<file path="config.mk">
export PLATFORM = sky130hd
export DESIGN_NAME = iir_biquad_mc_flat
export DESIGN_NICKNAME = d
export VERILOG_FILES = /design/src/rtl/iir_biquad_mc_if.sv /design/src/rtl/iir_biquad_mc.sv /design/src/flat_wrapper.sv
export SDC_FILE = /design/constraint.sdc
export NUM_CORES = 2
export LEC_CHECK = 0
export ABC_AREA = 1
export BUFFER_PORTS_ARGS = -buffer_cell sky130_fd_sc_hd__clkbuf_2
export CAP_MARGIN = 20
export CORE_MARGIN = 2
export CORE_UTILIZATION = 47
export CTS_CLUSTER_SIZE = 28
export DETAILED_ROUTE_END_ITERATION = 8
export SLEW_MARGIN = 5
export SYNTH_ARGS = -nofsm -noshare
export SYNTH_HDL_FRONTEND = slang
export SYNTH_SLANG_ARGS = --single-unit
export TNS_END_PERCENT = 50
</file>
<file path="constraint.sdc">
create_clock -name clk -period 17 [get_ports clk]
set_clock_uncertainty 0.1 [all_clocks]
set_input_delay 1.7 -clock clk [delete_from_list [all_inputs] [get_ports clk]]
set_output_delay 1.7 -clock clk [all_outputs]
set_load 0.02 [all_outputs]
</file>
<file path="src/rtl/iir_biquad_mc_if.sv">
// Sample, control and coefficient-load bundle for the multi-channel biquad.
interface iir_biquad_mc_if #(
  parameter int DATA_W   = 6,
  parameter int COEF_W   = 14,
  parameter int CHANNELS = 2
);
  localparam int CH_W = (CHANNELS > 1) ? $clog2(CHANNELS) : 1;

  logic                     in_valid;
  logic [CH_W-1:0]          in_ch;
  logic signed [DATA_W-1:0] in_data;
  logic                     bypass;
  logic                     clear;
  logic                     coef_wr;
  logic [2:0]               coef_sel;
  logic signed [COEF_W-1:0] coef_data;
  logic                     coef_commit;

  logic                     out_valid;
  logic [CH_W-1:0]          out_ch;
  logic signed [DATA_W-1:0] out_data;
  logic                     out_sat;
  logic                     coef_pending;

  modport master (
    output in_valid, in_ch, in_data, bypass, clear,
    output coef_wr, coef_sel, coef_data, coef_commit,
    input  out_valid, out_ch, out_data, out_sat, coef_pending
  );

  modport slave (
    input  in_valid, in_ch, in_data, bypass, clear,
    input  coef_wr, coef_sel, coef_data, coef_commit,
    output out_valid, out_ch, out_data, out_sat, coef_pending
  );
endinterface

</file>
<file path="src/rtl/iir_biquad_mc.sv">
// Time-multiplexed transposed-form biquad shared by CHANNELS filter states,
// with a shadow/active coefficient pair and rounded, saturated output.
//
// Coefficient commit state:
//   state   | meaning
//   IDLE    | active set in use, no copy requested
//   PEND    | copy requested; waits for an empty pipeline with no new input
module iir_biquad_mc #(
  parameter int DATA_W   = 6,
  parameter int GUARD_W  = 3,
  parameter int COEF_W   = 14,
  parameter int FRAC     = 10,
  parameter int CHANNELS = 2
) (
  input logic            clk,
  input logic            rst_n,
  iir_biquad_mc_if.slave bus
);
  localparam int INT_W  = DATA_W + GUARD_W + 6;
  localparam int CH_W   = (CHANNELS > 1) ? $clog2(CHANNELS) : 1;
  localparam int NST    = 1 << CH_W;
  localparam int PROD_W = INT_W + COEF_W + 1;

  localparam logic [CH_W:0]          C_NCH  = (CH_W+1)'(CHANNELS);
  localparam logic signed [INT_W:0]  C_RND  = (INT_W+1)'(1 << (GUARD_W-1));
  localparam logic signed [INT_W:0]  C_OMAX = (INT_W+1)'((1 << (DATA_W-1)) - 1);
  localparam logic signed [INT_W:0]  C_OMIN = (INT_W+1)'(-(1 << (DATA_W-1)));
  localparam logic signed [DATA_W-1:0] D_MAX = DATA_W'((1 << (DATA_W-1)) - 1);
  localparam logic signed [DATA_W-1:0] D_MIN = DATA_W'(-(1 << (DATA_W-1)));
  localparam logic signed [COEF_W-1:0] C_ONE = COEF_W'(1 << FRAC);

  localparam logic [0:0] ST_IDLE = 1'b0;
  localparam logic [0:0] ST_PEND = 1'b1;

  // Full-precision product; operands sign-extended before the multiply.
  function automatic logic signed [PROD_W-1:0] mul(
    input logic signed [COEF_W-1:0] c,
    input logic signed [INT_W-1:0]  v
  );
    mul = PROD_W'(c) * PROD_W'(v);
  endfunction

  // Floor back to state precision; upper bits wrap.
  function automatic logic signed [INT_W-1:0] scale(input logic signed [PROD_W-1:0] p);
    scale = INT_W'(p >>> FRAC);
  endfunction

  // coefficients: index 0=b0 1=b1 2=b2 3=a1 4=a2
  logic signed [COEF_W-1:0] r_sh  [5];
  logic signed [COEF_W-1:0] r_act [5];
  logic [0:0]               r_cst;

  logic signed [INT_W-1:0] r_r0 [NST];
  logic signed [INT_W-1:0] r_r1 [NST];
  logic signed [INT_W-1:0] r_l0 [NST];
  logic signed [INT_W-1:0] r_l1 [NST];

  logic                     r_s0_v, r_s0_byp;
  logic [CH_W-1:0]          r_s0_ch;
  logic signed [DATA_W-1:0] r_s0_d;

  logic                     r_s1_v, r_s1_byp;
  logic [CH_W-1:0]          r_s1_ch;
  logic signed [DATA_W-1:0] r_s1_d;
  logic signed [INT_W-1:0]  r_s1_vv;

  logic                     r_s2_v, r_s2_byp;
  logic [CH_W-1:0]          r_s2_ch;
  logic signed [DATA_W-1:0] r_s2_d;
  logic signed [INT_W-1:0]  r_s2_y;

  logic                     r_out_v, r_out_sat;
  logic [CH_W-1:0]          r_out_ch;
  logic signed [DATA_W-1:0] r_out_d;

  logic                    w_acc, w_idle;
  logic signed [INT_W-1:0] w_x, w_r0_rd, w_r1_rd, w_v;
  logic signed [INT_W-1:0] w_r0_nx, w_r1_nx;
  logic signed [INT_W-1:0] w_l0_rd, w_l1_rd, w_y, w_l0_nx, w_l1_nx;
  logic signed [INT_W:0]   w_y_ext, w_o;
  logic                    w_hi, w_lo;

  assign w_acc  = bus.in_valid && ({1'b0, bus.in_ch} < C_NCH);
  assign w_idle = !r_s0_v && !r_s1_v && !r_s2_v && !bus.in_valid;

  // S1 datapath: the sample entering S1 alongside a clear sees zero state.
  assign w_x     = {{(INT_W-DATA_W){r_s0_d[DATA_W-1]}}, r_s0_d} <<< GUARD_W;
  assign w_r0_rd = bus.clear ? '0 : r_r0[r_s0_ch];
  assign w_r1_rd = bus.clear ? '0 : r_r1[r_s0_ch];
  assign w_v     = w_x + w_r0_rd;
  assign w_r0_nx = scale(-mul(r_act[3], w_v)) + w_r1_rd;
  assign w_r1_nx = scale(-mul(r_act[4], w_v));

  // S2 datapath: numerator taps on the v captured in S1.
  assign w_l0_rd = r_l0[r_s1_ch];
  assign w_l1_rd = r_l1[r_s1_ch];
  assign w_y     = scale(mul(r_act[0], r_s1_vv)) + w_l0_rd;
  assign w_l0_nx = scale(mul(r_act[1], r_s1_vv)) + w_l1_rd;
  assign w_l1_nx = scale(mul(r_act[2], r_s1_vv));

  // Output rounding (half up, then floor) and clip detection.
  assign w_y_ext = {r_s2_y[INT_W-1], r_s2_y};
  assign w_o     = (w_y_ext + C_RND) >>> GUARD_W;
  assign w_hi    = w_o > C_OMAX;
  assign w_lo    = w_o < C_OMIN;

  // Shadow coefficient writes; selects 5-7 are ignored.
  always_ff @(posedge clk or negedge rst_n) begin
    if (!rst_n) begin
      r_sh[0] <= C_ONE;
      for (int k = 1; k < 5; k++) r_sh[k] <= '0;
    end else if (bus.coef_wr) begin
      case (bus.coef_sel)
        3'd0:    r_sh[0] <= bus.coef_data;
        3'd1:    r_sh[1] <= bus.coef_data;
        3'd2:    r_sh[2] <= bus.coef_data;
        3'd3:    r_sh[3] <= bus.coef_data;
        3'd4:    r_sh[4] <= bus.coef_data;
        default: ;
      endcase
    end
  end

  // Commit control: copy shadow to active only when nothing is in flight.
  always_ff @(posedge clk or negedge rst_n) begin
    if (!rst_n) begin
      r_cst    <= ST_IDLE;
      r_act[0] <= C_ONE;
      for (int k = 1; k < 5; k++) r_act[k] <= '0;
    end else begin
      case (r_cst)
        ST_IDLE: if (bus.coef_commit) r_cst <= ST_PEND;
        ST_PEND: if (w_idle) begin
          r_cst <= ST_IDLE;
          for (int k = 0; k < 5; k++) r_act[k] <= r_sh[k];
        end
        default: r_cst <= ST_IDLE;
      endcase
    end
  end

  assign bus.coef_pending = (r_cst == ST_PEND);

  // S0: capture accepted samples; out-of-range channels are dropped here.
  always_ff @(posedge clk or negedge rst_n) begin
    if (!rst_n) begin
      r_s0_v   <= 1'b0;
      r_s0_byp <= 1'b0;
      r_s0_ch  <= '0;
      r_s0_d   <= '0;
    end else begin
      r_s0_v   <= w_acc;
      r_s0_byp <= bus.bypass;
      r_s0_ch  <= bus.in_ch;
      r_s0_d   <= bus.in_data;
    end
  end

  // S1 state write-back (denominator side).
  always_ff @(posedge clk or negedge rst_n) begin
    if (!rst_n) begin
      for (int k = 0; k < NST; k++) begin
        r_r0[k] <= '0;
        r_r1[k] <= '0;
      end
    end else if (bus.clear) begin
      for (int k = 0; k < NST; k++) begin
        r_r0[k] <= '0;
        r_r1[k] <= '0;
      end
    end else if (r_s0_v && !r_s0_byp) begin
      r_r0[r_s0_ch] <= w_r0_nx;
      r_r1[r_s0_ch] <= w_r1_nx;
    end
  end

  // S1 pipeline register.
  always_ff @(posedge clk or negedge rst_n) begin
    if (!rst_n) begin
      r_s1_v   <= 1'b0;
      r_s1_byp <= 1'b0;
      r_s1_ch  <= '0;
      r_s1_d   <= '0;
      r_s1_vv  <= '0;
    end else begin
      r_s1_v   <= r_s0_v;
      r_s1_byp <= r_s0_byp;
      r_s1_ch  <= r_s0_ch;
      r_s1_d   <= r_s0_d;
      r_s1_vv  <= w_v;
    end
  end

  // S2 state write-back (numerator side).
  always_ff @(posedge clk or negedge rst_n) begin
    if (!rst_n) begin
      for (int k = 0; k < NST; k++) begin
        r_l0[k] <= '0;
        r_l1[k] <= '0;
      end
    end else if (bus.clear) begin
      for (int k = 0; k < NST; k++) begin
        r_l0[k] <= '0;
        r_l1[k] <= '0;
      end
    end else if (r_s1_v && !r_s1_byp) begin
      r_l0[r_s1_ch] <= w_l0_nx;
      r_l1[r_s1_ch] <= w_l1_nx;
    end
  end

  // S2 pipeline register.
  always_ff @(posedge clk or negedge rst_n) begin
    if (!rst_n) begin
      r_s2_v   <= 1'b0;
      r_s2_byp <= 1'b0;
      r_s2_ch  <= '0;
      r_s2_d   <= '0;
      r_s2_y   <= '0;
    end else begin
      r_s2_v   <= r_s1_v;
      r_s2_byp <= r_s1_byp;
      r_s2_ch  <= r_s1_ch;
      r_s2_d   <= r_s1_d;
      r_s2_y   <= w_y;
    end
  end

  // S3 output register; data and flag hold between valid samples.
  always_ff @(posedge clk or negedge rst_n) begin
    if (!rst_n) begin
      r_out_v   <= 1'b0;
      r_out_ch  <= '0;
      r_out_d   <= '0;
      r_out_sat <= 1'b0;
    end else begin
      r_out_v <= r_s2_v;
      if (r_s2_v) begin
        r_out_ch <= r_s2_ch;
        if (r_s2_byp) begin
          r_out_d   <= r_s2_d;
          r_out_sat <= 1'b0;
        end else if (w_hi) begin
          r_out_d   <= D_MAX;
          r_out_sat <= 1'b1;
        end else if (w_lo) begin
          r_out_d   <= D_MIN;
          r_out_sat <= 1'b1;
        end else begin
          r_out_d   <= w_o[DATA_W-1:0];
          r_out_sat <= 1'b0;
        end
      end
    end
  end

  assign bus.out_valid = r_out_v;
  assign bus.out_ch    = r_out_ch;
  assign bus.out_data  = r_out_d;
  assign bus.out_sat   = r_out_sat;
endmodule

</file>
<file path="src/flat_wrapper.sv">
// flat-port wrapper written by rule: the top's interface ports become plain ports
module iir_biquad_mc_flat 
#(
  parameter int DATA_W   = 6,
  parameter int GUARD_W  = 3,
  parameter int COEF_W   = 14,
  parameter int FRAC     = 10,
  parameter int CHANNELS = 2
)
  (clk, rst_n, bus_in_valid, bus_in_ch, bus_in_data, bus_bypass, bus_clear, bus_coef_wr, bus_coef_sel, bus_coef_data, bus_coef_commit, bus_out_valid, bus_out_ch, bus_out_data, bus_out_sat, bus_coef_pending);
  iir_biquad_mc_if #(.DATA_W(DATA_W), .COEF_W(COEF_W), .CHANNELS(CHANNELS)) bus_i ();
  input logic clk;
  input logic rst_n;
  input wire logic [$bits(bus_i.in_valid)-1:0] bus_in_valid;
  input wire logic [$bits(bus_i.in_ch)-1:0] bus_in_ch;
  input wire logic [$bits(bus_i.in_data)-1:0] bus_in_data;
  input wire logic [$bits(bus_i.bypass)-1:0] bus_bypass;
  input wire logic [$bits(bus_i.clear)-1:0] bus_clear;
  input wire logic [$bits(bus_i.coef_wr)-1:0] bus_coef_wr;
  input wire logic [$bits(bus_i.coef_sel)-1:0] bus_coef_sel;
  input wire logic [$bits(bus_i.coef_data)-1:0] bus_coef_data;
  input wire logic [$bits(bus_i.coef_commit)-1:0] bus_coef_commit;
  output wire logic [$bits(bus_i.out_valid)-1:0] bus_out_valid;
  output wire logic [$bits(bus_i.out_ch)-1:0] bus_out_ch;
  output wire logic [$bits(bus_i.out_data)-1:0] bus_out_data;
  output wire logic [$bits(bus_i.out_sat)-1:0] bus_out_sat;
  output wire logic [$bits(bus_i.coef_pending)-1:0] bus_coef_pending;
  assign bus_i.in_valid = bus_in_valid;
  assign bus_i.in_ch = bus_in_ch;
  assign bus_i.in_data = bus_in_data;
  assign bus_i.bypass = bus_bypass;
  assign bus_i.clear = bus_clear;
  assign bus_i.coef_wr = bus_coef_wr;
  assign bus_i.coef_sel = bus_coef_sel;
  assign bus_i.coef_data = bus_coef_data;
  assign bus_i.coef_commit = bus_coef_commit;
  assign bus_out_valid = bus_i.out_valid;
  assign bus_out_ch = bus_i.out_ch;
  assign bus_out_data = bus_i.out_data;
  assign bus_out_sat = bus_i.out_sat;
  assign bus_coef_pending = bus_i.coef_pending;
  iir_biquad_mc #(.DATA_W(DATA_W), .GUARD_W(GUARD_W), .COEF_W(COEF_W), .FRAC(FRAC), .CHANNELS(CHANNELS)) u_core (.clk(clk), .rst_n(rst_n), .bus(bus_i));
endmodule
</file>
==> flow_metrics.py <==
metrics = {
    "outcome": {
        "outcome": "finished, violations left",
        "violations": "DRC",
    },
    "yosys": {
        "synth_edf_count": 0,
        "synth_simple_gate_area_share_pct": 15.6,
        "synthAdderAreaFrac_pct": 45.2,
        "synth_most_common_cell": "inv_1",
        "avgSynthCellArea_sq_um": 8.34,
        "synth.distinct_cells": 64,
        "synth_ff_type": "dfrtp_1",
        "syn_nets": 7310,
        "synth-xor-area-share_pct": 2.98,
        "synthDominantCellAreaShare_pct": 35.4,
        "synth-seq-area-share_pct": 16.3,
        "syn_inst": 6001,
        "synthMuxAreaShare_pct": 0.878,
        "ys_warn_count": 0,
        "synth_largest_area_cell": "fa_1",
        "synth_commonest_cells": "inv_1 (1461), nand2_1 (1347), fa_1 (884), ha_1 (394), nor2_1 (392)",
        "ys_top_cells_by_area": "fa_1 (35%), dfrtp_1 (16%), inv_1 (11%)",
        "synthArstFlopShare_pct": 100,
        "synthesis.area_sq_um": 50000,
        "synth_top_family_by_area": "adder cells",
        "synth_compound_area_share_pct": 6.36,
        "ys_ff_latch": 325,
    },
    "grt": {
        "grt_max_degree": 94,
        "antenna_found_initial": 3,
        "grt_pass1_vias": 40800,
        "grt_pass1_wl_um": 234000,
        "grt_use_total_pct": 28.1,
        "gr-total-overflow": 0,
    },
    "die": {
        "die_x_um": 330,
        "fp.dieH_um": 330,
        "ioPinCount": 41,
        "initial_core_util_pct": 47.5,
        "dieArea_sq_um": 109000,
        "row_count": 119,
        "coreArea_sq_um": 105000,
    },
    "final_layout": {
        "nFillCells": 10200,
        "syn2layout_area_growth_pct": 6.12,
        "multi_input_area_sq_um": 35500,
        "layout.nets": 7243,
        "drive_gt1_share_pct": 4.48,
        "regArea_sq_um": 8140,
    },
    "clock_network": {
        "cts.repair.resized": 0,
        "post_cts_buffers": 0,
        "cts_max_level": 2,
        "cts_root_buf": "clkbuf_16",
        "cts_tree": "built",
        "holdBufCountCts": 0,
        "clockBufferDepth": 3,
        "worstSkewPairLatency_ps": 630,
        "clk_pin_slew_worst_paths_ps": 60,
        "cts_buffers": 43,
        "clock-sinks": 325,
    },
    "sta": {
        "report.final.slew_viol_count": 0,
        "slew-limit-headroom_pct": 34.4,
        "min_period_ps": 11000,
        "rsz0062_at_grt": "no",
        "hold_viol": 0,
        "fin_tns_setup_ps": 0,
        "max_freq_mhz": 90.9,
        "setup_viol": 0,
        "fin_crit_sh_pct": 64.7,
        "tightest_slew_ps": 982,
    },
    "drt": {
        "firstDrtPassIters": 7,
        "wl_per_cell_um": 19.9,
        "ant_nets": 0,
        "drt-vias-per-instance": 5.25,
        "wl_um": 146000,
        "drt_iter0_markers": 2967,
        "drc": 4,
        "via_count": 38700,
    },
    "critical_path": {
        "cpMaxStageDelayCell": "clkinv_1",
        "r2r_start": "u_core.r_s0_ch$_DFF_PN0_",
        "crit_top_cell": "nand2_1",
        "crit_path_start_kind": "primary input",
        "worstPathRequired_ps": 17390,
        "worstPathMaxFanout": 27,
        "worstSetupPathType": "in2reg",
        "crit_path_start": "bus_clear",
        "endpoint_kind": "flop",
        "slowest_delay_ps": 730,
        "cp_data_arrival_time_ps": 11390,
    },
    "placed_design": {
        "dp_hpwl_um": 115000,
        "io_buffers": 40,
        "gp_congestion": 0.943,
    },
    "hold_path": {
        "worstHoldStart": "u_core.r_s1_d[3]$_DFF_PN0_",
        "worstHoldPathType": "reg2reg",
    },
    "run": {
        "cap_viol_max_count": 0,
    },
}
-- stage by stage --
step / area, sq um / hold WS [ps] / worst slack (ps) / std cells / util [%]
finish: 53100 / 245 / 6000 / 7361 / 50.4
detailed placement: 51600 / 235 / 5440 / 7279 / 48.9
global route: 53100 / 243 / 5250 / 7360 / 50.4
CTS: 53100 / 248 / 6050 / 7356 / 50.3
global placement: 51600 / 235 / 5520 / 7279 / 48.9
floorplan: 50000 / 231 / 6980 / 6001 / -
-- critical path, delay by kind of cell --
family	cells	cell delay, ps
AO/OA/AOI/OAI	7	1150
XOR/XNOR	1	160
AND/OR/NAND/NOR	20	2670
buffers and inverters	10	1600
adder cells (fa/ha/maj)	9	4070
-- logic make-up after synthesis --
logic type / count (synthesis)
adders and majority gates: 1278
muxes: 39
and+or+nand+nor: 1962
xor gates and xnor gates: 170
AOI/OAI and AO/OA: 544
DFF: 325
buffers and inverters: 1683
-- final cells by class --
| cell class | count | share of cell area [%] |
|---|---|---|
| multi-input cells | 3993 | 67.0 |
| diodes | 4 | 0.0189 |
| clock inverters | 24 | 0.599 |
| clock buffers | 53 | 2.17 |
| well taps | 1391 | 3.28 |
| inverters | 1474 | 10.4 |
| flip-flops and latches | 325 | 15.3 |
| repair buffers | 97 | 1.22 |
-- flip-flops by register name, summed over array words and instances, names as in the netlist, 6 cells and up --
signal	cells
u_core.r_r0	30
u_core.r_l0	30
u_core.r_s2_d	6
u_core.r_s1_d	6
u_core.r_act	70
u_core.r_l1	30
u_core.r_r1	30
u_core.r_s2_y	13
u_core.bus.out_data	6
u_core.r_s0_d	6
u_core.r_s1_vv	15
u_core.r_sh	70
-- worst paths after layout --
path                                          endpoint  slack [ps]  depth (start not counted)
max reg2reg                u_core.r_r0[29]$_DFFE_PN0P_        6960                         46
min                         u_core.r_s2_d[3]$_DFF_PN0_         240                          0
min reg2reg                 u_core.r_s2_d[3]$_DFF_PN0_         240                          0
min in group asynchronous   u_core.r_l1[3]$_DFFE_PN0P_        1060                          1
max in group asynchronous  u_core.r_r0[22]$_DFFE_PN0P_       14290                          2
max                        u_core.r_r0[29]$_DFFE_PN0P_        6000                         47
-- cell usage in the layout, fill, tap and decap left out, types with 5 or more instances in the layout --
| master | Yosys | layout |
|---|---|---|
| nand3b_1 | 8 | 8 |
| clkinv_1 | 7 | 7 |
| o21a_1 | 10 | 10 |
| a32o_1 | 11 | 11 |
| clkinv_2 | 0 | 6 |
| clkbuf_2 | 0 | 39 |
| nor3_1 | 19 | 17 |
| o21ai_2 | 7 | 7 |
| ha_1 | 394 | 394 |
| buf_4 | 4 | 56 |
| nand4_1 | 19 | 19 |
| fa_1 | 884 | 884 |
| o21ai_0 | 171 | 171 |
| o21ai_1 | 12 | 12 |
| nor4_1 | 8 | 8 |
| clkbuf_16 | 0 | 43 |
| clkbuf_1 | 175 | 6 |
| a21oi_1 | 185 | 185 |
| nand2_1 | 1347 | 1347 |
| a21o_1 | 5 | 5 |
| nor2_1 | 392 | 392 |
| inv_1 | 1461 | 1461 |
| o22ai_1 | 68 | 68 |
| a22o_1 | 7 | 7 |
| nand3_1 | 129 | 129 |
| o211ai_1 | 9 | 9 |
| o21bai_1 | 19 | 19 |
| xnor2_1 | 60 | 60 |
| or2_2 | 23 | 23 |
| a211oi_1 | 6 | 6 |
| dfrtp_1 | 323 | 322 |
| xor2_1 | 110 | 110 |
| a31oi_1 | 7 | 7 |
| mux2_2 | 39 | 39 |
-- per-layer routing --
| metal | global-route usage, % | up-vias | routed length [um] |
|---|---|---|---|
| li1 | - | 17700 | - |
| met1 | 37.6 | 19500 | 61500 |
| met2 | 47.8 | 1279 | 70700 |
| met3 | 3.18 | 247 | 9040 |
| met4 | 9.46 | 0 | 5200 |
| met5 | 0 | - | 0 |
Power is left out: the tool's default activity adds up to more than one toggle a clock period on the data nets, which glitch-free logic cannot reach.
